--- config.mk ---
export PLATFORM = sky130hd
export DESIGN_NAME = demux_l2_1a4
export DESIGN_NICKNAME = d
export VERILOG_FILES = /design/src/rtl/demux_l2_1a4_pkg.sv /design/src/rtl/demux_lane_cnt.sv /design/src/rtl/demux_l2_1a4.sv
export SDC_FILE = /design/constraint.sdc
export NUM_CORES = 1
export LEC_CHECK = 0
export CAP_MARGIN = 30
export CORE_MARGIN = 2
export CORE_UTILIZATION = 50
export CTS_CLUSTER_SIZE = 40
export DETAILED_ROUTE_END_ITERATION = 6
export PLACE_DENSITY = 0.78
export SETUP_SLACK_MARGIN = 0.1
export SYNTH_ARGS = -nofsm -noshare
export SYNTH_HDL_FRONTEND = slang
export SYNTH_HIERARCHICAL = 1
export SYNTH_SLANG_ARGS = --single-unit
--- constraint.sdc ---
create_clock -name clk4f -period 2.1 [get_ports clk4f]
set_input_delay 0.21 -clock clk4f [delete_from_list [all_inputs] [get_ports clk4f]]
set_output_delay 0.21 -clock clk4f [all_outputs]
set_load 0.05 [all_outputs]
--- src/rtl/demux_l2_1a4_pkg.sv ---
// Shared lane/word constants for the 4:1 serial lane mux/demux pair.
package demux_l2_1a4_pkg;

    localparam int NUM_LANES = 4;
    localparam int WORD_W    = 9;
    localparam int VALID_BIT = WORD_W - 1;
    localparam int CNT_W     = $clog2(NUM_LANES);

    localparam logic [CNT_W-1:0] LAST_LANE = CNT_W'(NUM_LANES - 1);

    typedef logic [WORD_W-1:0] word_t;
    typedef logic [CNT_W-1:0]  lane_t;

endpackage

--- src/rtl/demux_lane_cnt.sv ---
// Frame position counter: wraps mod NUM_LANES, sync forces the next position to lane 1.
module demux_lane_cnt
    import demux_l2_1a4_pkg::*;
(
    input  logic             clk4f,
    input  logic             reset_L,
    input  logic             sync,
    output logic [CNT_W-1:0] lane_cnt,
    output logic             wrap
);

    // The sync word itself is lane 0, so the next word is lane 1.
    always_ff @(posedge clk4f or negedge reset_L) begin
        if (!reset_L)
            lane_cnt <= '0;
        else if (sync)
            lane_cnt <= CNT_W'(1);
        else
            lane_cnt <= lane_cnt + CNT_W'(1);
    end

    assign wrap = (lane_cnt == LAST_LANE);

endmodule

--- src/rtl/demux_l2_1a4.sv ---
// Serial-to-parallel lane rebuild: collects four words per frame and presents
// them together on the lane-3 edge.
module demux_l2_1a4
    import demux_l2_1a4_pkg::*;
(
    input  logic              clk4f,
    input  logic              reset_L,
    input  logic [WORD_W-1:0] data_in,
    input  logic              sync,
    output logic [WORD_W-1:0] data0,
    output logic [WORD_W-1:0] data1,
    output logic [WORD_W-1:0] data2,
    output logic [WORD_W-1:0] data3,
    output logic [3:0]        valid_mask,
    output logic              frame_done,
    output logic              align_err
);

    lane_t lane_cnt;
    logic  wrap;
    word_t cap0, cap1, cap2;

    demux_lane_cnt u_lane_cnt (
        .clk4f    (clk4f),
        .reset_L  (reset_L),
        .sync     (sync),
        .lane_cnt (lane_cnt),
        .wrap     (wrap)
    );

    always_ff @(posedge clk4f or negedge reset_L) begin
        if (!reset_L) begin
            cap0       <= '0;
            cap1       <= '0;
            cap2       <= '0;
            data0      <= '0;
            data1      <= '0;
            data2      <= '0;
            data3      <= '0;
            valid_mask <= '0;
            frame_done <= 1'b0;
            align_err  <= 1'b0;
        end else begin
            frame_done <= 1'b0;
            align_err  <= 1'b0;
            if (sync) begin
                // Realign: drop any partial frame, outputs keep the last full one.
                cap0      <= data_in;
                cap1      <= '0;
                cap2      <= '0;
                align_err <= (lane_cnt != '0);
            end else if (wrap) begin
                // Lane 3 goes straight to the output on its own sampling edge.
                data0      <= cap0;
                data1      <= cap1;
                data2      <= cap2;
                data3      <= data_in;
                valid_mask <= {data_in[VALID_BIT], cap2[VALID_BIT],
                               cap1[VALID_BIT], cap0[VALID_BIT]};
                frame_done <= 1'b1;
            end else begin
                case (lane_cnt)
                    2'd0:    cap0 <= data_in;
                    2'd1:    cap1 <= data_in;
                    default: cap2 <= data_in;
                endcase
            end
        end
    end

endmodule
==> impl_metrics.ini, run 1 <==
[outcome]
status = finished, final reports clean

[global_routing]
use_met3_pct = 3.68
grt_max_degree = 29
antenna_found_initial = 0
grt_pass1_vias = 1716
grt_overflow = 0
grt_pass1_wl_um = 8560
top_usage_layer = met2
grt_usage_pct = 18.5
use_met2_pct = 29.1
use_met1_pct = 25.2

[timing]
setup_tns_ps = 0
tightest_slew_ps = 645
grt_setup_unrepaired = no
fmax_mhz = 566
holdWs_ps = 409
final-setup-viol-count = 0
min_period_ps = 1770
finalCritPeriodShare_pct = 84.1
maxSlewHeadroom_pct = 56.8
report.final.slew_viol_count = 0
final_hold_viol_count = 0
setup_ws_ps = 334
clock_skew_ps = 4.70

[place]
place.port_buffers = 53
gp_routability_congestion = 0.767
dp_hpwl_um = 3530
place_area_um2 = 3280
dp_cells = 307
place_ws_ps = 354

[floorplan]
die_area_um2 = 6090
coreArea_um2 = 5200
start_util_pct = 52.7
io_pins = 54
die_h_um = 78.0
die_width_um = 78.0
rows = 26

[power]
total_leakage_power_nw = 1.64
clkPwrFrac_pct = 23.6
netSwitchingFraction_pct = 36.9
p_sw_w = 0.00164
seqPwrFrac_pct = 38.0
peakVddDrop_mv = 0.927
internal_power_w = 0.00282
power_density_nw_per_um2 = 1280
combPwrFrac_pct = 38.4

[setup_path]
worstReg2RegEnd = cap1[3]$_DFFE_PN0P_
cp_top_family = buffers and inverters
worstPathCellList = clkdlybuf4s50_1
r2r_start = u_lane_cnt/lane_cnt[1]$_DFF_PN0_
path_max_fanout = 3
r2r_cells = 4
startpoint = valid_mask[0]$_DFFE_PN0P_
cp_data_required_time_ps = 1890
cp.arrival_ps = 1560
cp_num_buf_inv = 1
r2r_slack_ps = 420
critPathKind = flop to primary output
max_stage_delay_ps = 820
critPathSlowestCell = clkdlybuf4s50_1
worstSetupEndpointType = primary output
cp-start-kind = flop

[final_layout]
syn_to_final_growth_pct = 27.0
instances_no_fill = 323
antenna_cells = 0
drive_above_1_share_pct = 27.3
final_area_um2 = 3480
fin_nets = 262
fill_cells = 396

[logic_synthesis]
synthCells = 191
synth_top_area_share_pct = 61.2
yosys.area_share.simple_pct = 7.67
avgSynthCellArea_um2 = 14.4
synthMuxAreaShare_pct = 22.5
synthAdderAreaFrac_pct = 0.456
synth-seq-cells = 67
syn_nets = 204
syn_area_um2 = 2740
synth_top_family_by_area = multiplexers
synth-compound-area-share_pct = 3.56
synth_area_leaders = dfrtp_1 61%, mux2_4 16%, mux2_2 6.6%
yosysUniqueCellTypes = 20
ys_seq_area_share_pct = 61.2
yosysTopAreaCell = dfrtp_1
synth_xor_area_share_pct = 0
synth_warnings = 6

[detailed_routing]
first_pass_iters = 4
via_count = 1628
vias_per_cell = 5.04
routedWlPerCell_um = 16.0
drt-total-wl_um = 5180
drtIter0Drc = 125
drc = 0
ant_nets = 0

[clocking]
cts_tree = built
post-cts-setup-buffers = 0
cts_made_buffers = 9
cts_resized = 0
path_clk_slew_ps = 70
cts-root-buf = clkbuf_8
cts_buffer_depth = 2
cts_num_sinks = 67
clk_latency_ps = 330
htreeDepth = 3

[worst_hold_path]
hp-class = input pin to async pin

[flow_run]
cap_viol_max_count = 0
## cells in the mapped netlist
library cell	count
nor2b_1	1
mux2_4	29
clkbuf_1	1
or3b_1	1
and2b_1	1
mux2_2	16
o21a_1	1
nand2_1	36
buf_4	4
nor3_2	1
ha_1	1
buf_6	1
dfrtp_1	67
buf_12	3
nand2b_1	3
a21oi_1	18
inv_1	1
nor3b_2	1
nor2_4	1
buf_2	4
## registers in the layout (all words and copies together), names as in the netlist
register,count
cap0,9
cap1,9
cap2,9
data3,9
data0,8
data1,8
data2,8
valid_mask,3
u_lane_cnt/lane_cnt,2
align_err,1
frame_done,1
## worst max path at each step
| stage | end | slack, ps | cells after the start |
|---|---|---|---|
| 2_1_floorplan | data0[0]$_DFFE_PN0P_ | 600 | 5 |
| 3_3_place_gp | data2[5]$_DFFE_PN0P_ | 390 | 4 |
| 3_5_place_dp | data2[2]$_DFFE_PN0P_ | 350 | 4 |
| 4_1_cts | data1[8] | 320 | 1 |
| 5_1_grt | cap1[0]$_DFFE_PN0P_ | 270 | 4 |
| 6_report | data0[8] | 330 | 1 |
## layout by cell type, fill, tap and decap left out
cell type,synthesis,routed
nor3b_2,1,1
ha_1,1,1
mux2_4,29,29
a21oi_1,18,18
clkdlybuf4s50_1,0,52
clkinv_2,0,1
bufinv_16,0,1
dlygate4sd3_1,0,1
mux2_2,16,16
dfrtp_1,67,67
or3b_1,1,1
clkbuf_1,1,2
inv_1,1,1
nor2_4,1,1
buf_2,4,1
nand2_1,36,36
nand2b_1,3,2
buf_4,4,6
nor3_2,1,1
clkbuf_8,0,11
nand2b_2,0,1
o21a_1,1,1
nor2b_1,1,1
and2b_1,1,1
## layout make-up
type | instances | area (um^2) | share of cell area (%)
flip-flops and latches | 67 | 1680 | 48.2
multi-input cells | 110 | 938 | 27.0
repair buffers | 60 | 581 | 16.7
clock buffers | 13 | 159 | 4.57
well taps | 70 | 87.6 | 2.52
clock inverters | 2 | 35.0 | 1.01
inverters | 1 | 3.75 | 0.108
## metrics by stage
step	utilization, %	total power [W]
3_5_place_dp	63.0	0.00344
4_1_cts	66.9	0.00450
5_1_grt	66.9	0.00463
2_1_floorplan	-	0.00290
6_report	66.9	0.00446
3_3_place_gp	63.0	0.00341
## metal layers
metal	up-vias	routed length, um	part of all wire [%]
met5	-	0	0
met4	0	95	1.8
met3	10	265	5.1
met2	54	2500	48
met1	814	2320	45
li1	750	-	-
## cell families (layout without fill, tap and decap cells)
group	after synthesis	after routing
adders and majority gates	1	1
buffers and inverters	14	76
muxes	45	45
DFF	67	67
and+or+nand+nor	45	45
AOI/OAI and AO/OA	19	19
## power groups by stage
stage	sequential, W	clock, W	combinational, W
3_3_place_gp	0.00171	0	0.00170
4_1_cts	0.00170	0.00107	0.00173
2_1_floorplan	0.00237	0	0.000528
5_1_grt	0.00173	0.00112	0.00178
6_report	0.00170	0.00105	0.00171
3_5_place_dp	0.00172	0	0.00172
## what timing repair did
action                                 in CTS  in global routing
endpoints found under the hold margin      25                  0
hold buffers                                1                  0
setup endpoints to repair                   0                  0
(Power assumes the default switching activity.)
==> run 2: changes to the inputs <==
--- a/config.mk
+++ b/config.mk
@@ -7,10 +7,10 @@
 export LEC_CHECK = 0
 export CAP_MARGIN = 30
 export CORE_MARGIN = 2
-export CORE_UTILIZATION = 50
+export CORE_UTILIZATION = 46
 export CTS_CLUSTER_SIZE = 40
 export DETAILED_ROUTE_END_ITERATION = 6
-export PLACE_DENSITY = 0.78
+export PLACE_DENSITY = 0.75
 export SETUP_SLACK_MARGIN = 0.1
 export SYNTH_ARGS = -nofsm -noshare
 export SYNTH_HDL_FRONTEND = slang
==> constraint.sdc (replaced) <==
create_clock -name clk4f -period 1.5 [get_ports clk4f]
set_input_delay 0.15 -clock clk4f [delete_from_list [all_inputs] [get_ports clk4f]]
set_output_delay 0.15 -clock clk4f [all_outputs]
set_load 0.05 [all_outputs]
==> impl_metrics.ini, run 2 (same netlist as run 1, synthesis figures left out) <==
[outcome]
status = finished, final reports clean

[clocking]
cts_tree = built
clk_latency_ps = 330
cts_made_buffers = 9
cts_num_sinks = 67
htreeDepth = 3
cts_buffer_depth = 2
path_clk_slew_ps = 70
cts-root-buf = clkbuf_8

[power]
clkPwrFrac_pct = 23.7
total_leakage_power_nw = 1.76
combPwrFrac_pct = 38.1
netSwitchingFraction_pct = 37.9
p_sw_w = 0.00235
power_density_nw_per_um2 = 1760
internal_power_w = 0.00385
peakVddDrop_mv = 0.991
seqPwrFrac_pct = 38.1

[floorplan]
die_width_um = 81.2
rows = 28
start_util_pct = 46.9
io_pins = 54
die_area_um2 = 6590
die_h_um = 81.2
coreArea_um2 = 5850

[final_layout]
seq_area_um2 = 1680
final_common_cell = dfrtp_1
antenna_cells = 0
fin_nets = 267
drive_above_1_share_pct = 46.3
multi_input_area_um2 = 972
syn_to_final_growth_pct = 28.2
instances_no_fill = 334
final_cell_mix = 65 x dfrtp_1, 47 x buf_4, 36 x nand2_1
fill_cells = 486

[global_routing]
antenna_found_initial = 0
grt_pass1_vias = 1609
grt_usage_pct = 17.4
grt_max_degree = 68
grt_overflow = 0
grt_pass1_wl_um = 8380

[detailed_routing]
vias_per_cell = 4.97
via_count = 1659
drtIter0Drc = 89
first_pass_iters = 4
drc = 0
drt-total-wl_um = 5350
ant_nets = 0
routedWlPerCell_um = 16.0

[setup_path]
r2r_slack_ps = 100
critPathSlowestCell = dfrtp_2
cp_data_required_time_ps = 1720
worstPathCellList = ha_4, nand2b_4, buf_12, mux2_2
worstSetupEndpointType = flop
critPathKind = flop to flop
cp.arrival_ps = 1610
cp-start-kind = flop
r2r_start = u_lane_cnt/lane_cnt[0]$_DFF_PN0_
path_max_fanout = 10
max_stage_delay_ps = 430
r2r_cells = 4
worstReg2RegEnd = data2[3]$_DFFE_PN0P_

[flow_run]
cap_viol_max_count = 0

[timing]
grt_setup_unrepaired = yes
clock_skew_ps = 4.53
finalCritPeriodShare_pct = 93.1
report.final.slew_viol_count = 0
fmax_mhz = 716
min_period_ps = 1400
final-setup-viol-count = 0
setup_ws_ps = 103
setup_tns_ps = 0
final_hold_viol_count = 0
tightest_slew_ps = 354
maxSlewHeadroom_pct = 76.4

[worst_hold_path]
hp-class = input pin to async pin

[place]
gp_routability_congestion = 0.696
dp_hpwl_um = 3360
place.port_buffers = 53
place_ws_ps = -22.4
dp_cells = 314
run 2: changes by cell type in the layout (fill, tap and decap cells not counted), moves of 2 or more:
cell and change:
clkdlybuf4s50_1 -42, buf_4 +41, buf_12 +3, clkbuf_1 +2
clkbuf_16 +2, dfrtp_1 -2, dfrtp_2 +2
run 2: worst max-delay path, delay by kind of cell (launching register included):
| kind | cells | cell delay [ps] |
|---|---|---|
| mux | 1 | 330 |
| buf+inv | 1 | 170 |
| simple gates | 1 | 160 |
| fa+ha+maj | 1 | 200 |
| flops | 1 | 430 |
run 2: worst max path at each step:
stage / startpoint / endpoint / slack, ps
floorplan: u_lane_cnt/lane_cnt[1]$_DFF_PN0_ / data0[0]$_DFFE_PN0P_ / 80
CTS: u_lane_cnt/lane_cnt[0]$_DFF_PN0_ / data3[8]$_DFFE_PN0P_ / 100
global placement: sync / data3[8]$_DFFE_PN0P_ / -7
finish: u_lane_cnt/lane_cnt[0]$_DFF_PN0_ / data2[3]$_DFFE_PN0P_ / 100
detailed placement: sync / cap0[2]$_DFFE_PN0P_ / -20
global route: u_lane_cnt/lane_cnt[0]$_DFF_PN0_ / data3[8]$_DFFE_PN0P_ / 50
run 2: power groups by stage:
| stage | Sequential (W) | Combinational [W] | Clock, W |
|---|---|---|---|
| detailed placement | 0.00240 | 0.00233 | 0 |
| global route | 0.00241 | 0.00247 | 0.00158 |
| finish | 0.00236 | 0.00236 | 0.00147 |
| floorplan | 0.00333 | 0.000742 | 0 |
| global placement | 0.00239 | 0.00231 | 0 |
| CTS | 0.00237 | 0.00235 | 0.00149 |
run 2: what timing repair did:
| action | in CTS | in global routing |
|---|---|---|
| endpoints found under the hold margin | 67 | 0 |
| setup endpoints to repair | 9 | 38 |
| gates cloned | 0 | 3 |
| pin swaps | 0 | 3 |
| gates resized for setup | 1 | 3 |
| hold buffers | 1 | 0 |
| buffers inserted | 0 | 0 |
run 2: cell type report:
| type | instances | area share, % |
|---|---|---|
| Multi-Input combinational cell | 111 | 27.7 |
| Clock buffer | 14 | 4.34 |
| Tap cell | 75 | 2.67 |
| Inverter | 1 | 0.107 |
| Timing Repair Buffer | 64 | 16.4 |
| Clock inverter | 2 | 0.997 |
| Sequential cell | 67 | 47.8 |
run 2: metrics by stage:
step	power [W]	util [%]	hold WS, ps	area (um^2)
floorplan	0.00407	-	-146	2760
finish	0.00620	60.1	367	3510
detailed placement	0.00473	55.5	197	3250
global route	0.00646	60.1	412	3510
global placement	0.00470	55.5	192	3250
CTS	0.00620	58.9	370	3450
run 2: routing by layer:
layer,vias to the layer above,track usage (%),wire (um)
li1,771,-,-
met5,-,0,0
met4,0,9.15,104
met2,40,26.2,2550
met3,7,3.56,221
met1,841,23.8,2470
==> run 3: changes to the inputs <==
--- a/config.mk
+++ b/config.mk
@@ -6,7 +6,7 @@
 export NUM_CORES = 1
 export LEC_CHECK = 0
 export CAP_MARGIN = 30
-export CORE_MARGIN = 2
+export CORE_MARGIN = 8
 export CORE_UTILIZATION = 46
 export CTS_CLUSTER_SIZE = 40
 export DETAILED_ROUTE_END_ITERATION = 6
==> impl_metrics.ini, run 3 (same netlist as run 1, synthesis figures left out) <==
[setup_path]
cp_top_family = flip-flops
max_stage_delay_ps = 420
cp_data_required_time_ps = 1720
cp-start-kind = flop
cp.arrival_ps = 1610
cp_num_buf_inv = 1
worstSetupEndpointType = flop
path_max_fanout = 15
critPathKind = flop to flop
worstPathCellList = ha_4, nand2b_4, buf_12, mux2_2
critPathSlowestCell = dfrtp_2

[timing]
min_period_ps = 1380
final_hold_viol_count = 0
fmax_mhz = 723
report.final.slew_viol_count = 0
setup_tns_ps = 0
maxSlewHeadroom_pct = 75.2
grt_setup_unrepaired = yes
setup_ws_ps = 117
finalCritPeriodShare_pct = 92.2
final-setup-viol-count = 0
holdWs_ps = 239
clock_skew_ps = 5.08
tightest_slew_ps = 371

[flow_run]
cap_viol_max_count = 0

[floorplan]
die_width_um = 93.2
io_pins = 54
start_util_pct = 46.9
coreArea_um2 = 5850
rows = 28
die_h_um = 93.2
die_area_um2 = 8690

[final_layout]
final_common_cell = dfrtp_1
drive_above_1_share_pct = 46.7
fin_nets = 266
syn_to_final_growth_pct = 27.4
antenna_cells = 0
final_cell_mix = 65 x dfrtp_1, 47 x buf_4, 36 x nand2_1

[place]
dp_hpwl_um = 3630
place_ws_ps = -41.9
place.port_buffers = 53
gp_routability_congestion = 0.745

[power]
power_density_nw_per_um2 = 1740
peakVddDrop_mv = 0.969
power_w = 0.00607
total_leakage_power_nw = 1.75

[detailed_routing]
drc = 0
first_pass_iters = 4
drt-total-wl_um = 5240
wl_met3_um = 320
via_count = 1620
dr.max_layer_used = met4
drtIter0Drc = 62
route.met2.wl_um = 2490
ant_nets = 0
routedWlPerCell_um = 15.8
vias_per_cell = 4.88
met1_length_um = 2340

[clocking]
cts_tree = built
cts_made_buffers = 9
cts_buffer_depth = 2
path_clk_slew_ps = 70
cts-root-buf = clkbuf_8
clk_latency_ps = 330
cts_num_sinks = 67
htreeDepth = 3

[global_routing]
grt_pass1_wl_um = 8580
antenna_found_initial = 0
grt_pass1_vias = 1686
grt_overflow = 0
grt_max_degree = 56
grt_usage_pct = 13.0

[worst_hold_path]
hp-class = input pin to async pin

[outcome]
status = finished, final reports clean
## run 3: area by class of cell
type | instances | area (um^2)
clock buffers | 13 | 169
flip-flops and latches | 67 | 1680
clock inverters | 2 | 10.0
repair buffers | 64 | 573
fillers | 466 | 2360
well taps | 75 | 93.8
multi-input cells | 110 | 965
inverters | 1 | 3.75
## run 3: per-stage QoR
stage,std cells,util (%),cell area [um^2]
global route,332,59.7,3490
detailed placement,314,55.5,3250
finish,332,59.7,3490
CTS,330,58.7,3440
floorplan,191,-,2760
global placement,314,55.5,3250
## run 3: power by group
part           internal [W]  leakage (nW)  switching [W]  total, W
clock              0.000721        0.0953       0.000615   0.00134
sequential          0.00215         0.853       0.000217   0.00237
combinational      0.000881         0.803        0.00148   0.00236
total               0.00376          1.75        0.00231   0.00607
## run 3: repair_timing
item	CTS	global route
hold buffers	1	0
pin swaps	0	3
buffers inserted	0	1
gates resized for setup	1	2
endpoints found under the setup margin	15	33
hold endpoints to repair	12	0
cloned	0	1
## run 3: per-layer routing
metal	track usage, %	vias up
met3	4.89	7
met4	7.65	0
met1	15.8	801
met2	19.3	42
li1	-	770
met5	0	-
## run 3: worst paths after layout
kind                                                   from                               end  slack, ps  cells past startpoint
max reg2reg                u_lane_cnt/lane_cnt[0]$_DFF_PN0_              data3[8]$_DFFE_PN0P_        120                      4
min in group clk4f                               data_in[8]               cap2[8]$_DFFE_PN0P_        460                      3
max                        u_lane_cnt/lane_cnt[0]$_DFF_PN0_              data3[8]$_DFFE_PN0P_        120                      4
max in group asynchronous                           reset_L  u_lane_cnt/lane_cnt[1]$_DFF_PN0_        660                      3
min reg2reg                             cap0[1]$_DFFE_PN0P_              data0[1]$_DFFE_PN0P_        500                      1
min                                                 reset_L              data3[3]$_DFFE_PN0P_        240                      2
## run 3: worst reg2reg max path, stage by stage, from the launching register on
cell      delay (ps)
dfrtp_2          420
ha_4             200
nand2b_4         130
buf_12           180
mux2_2           340
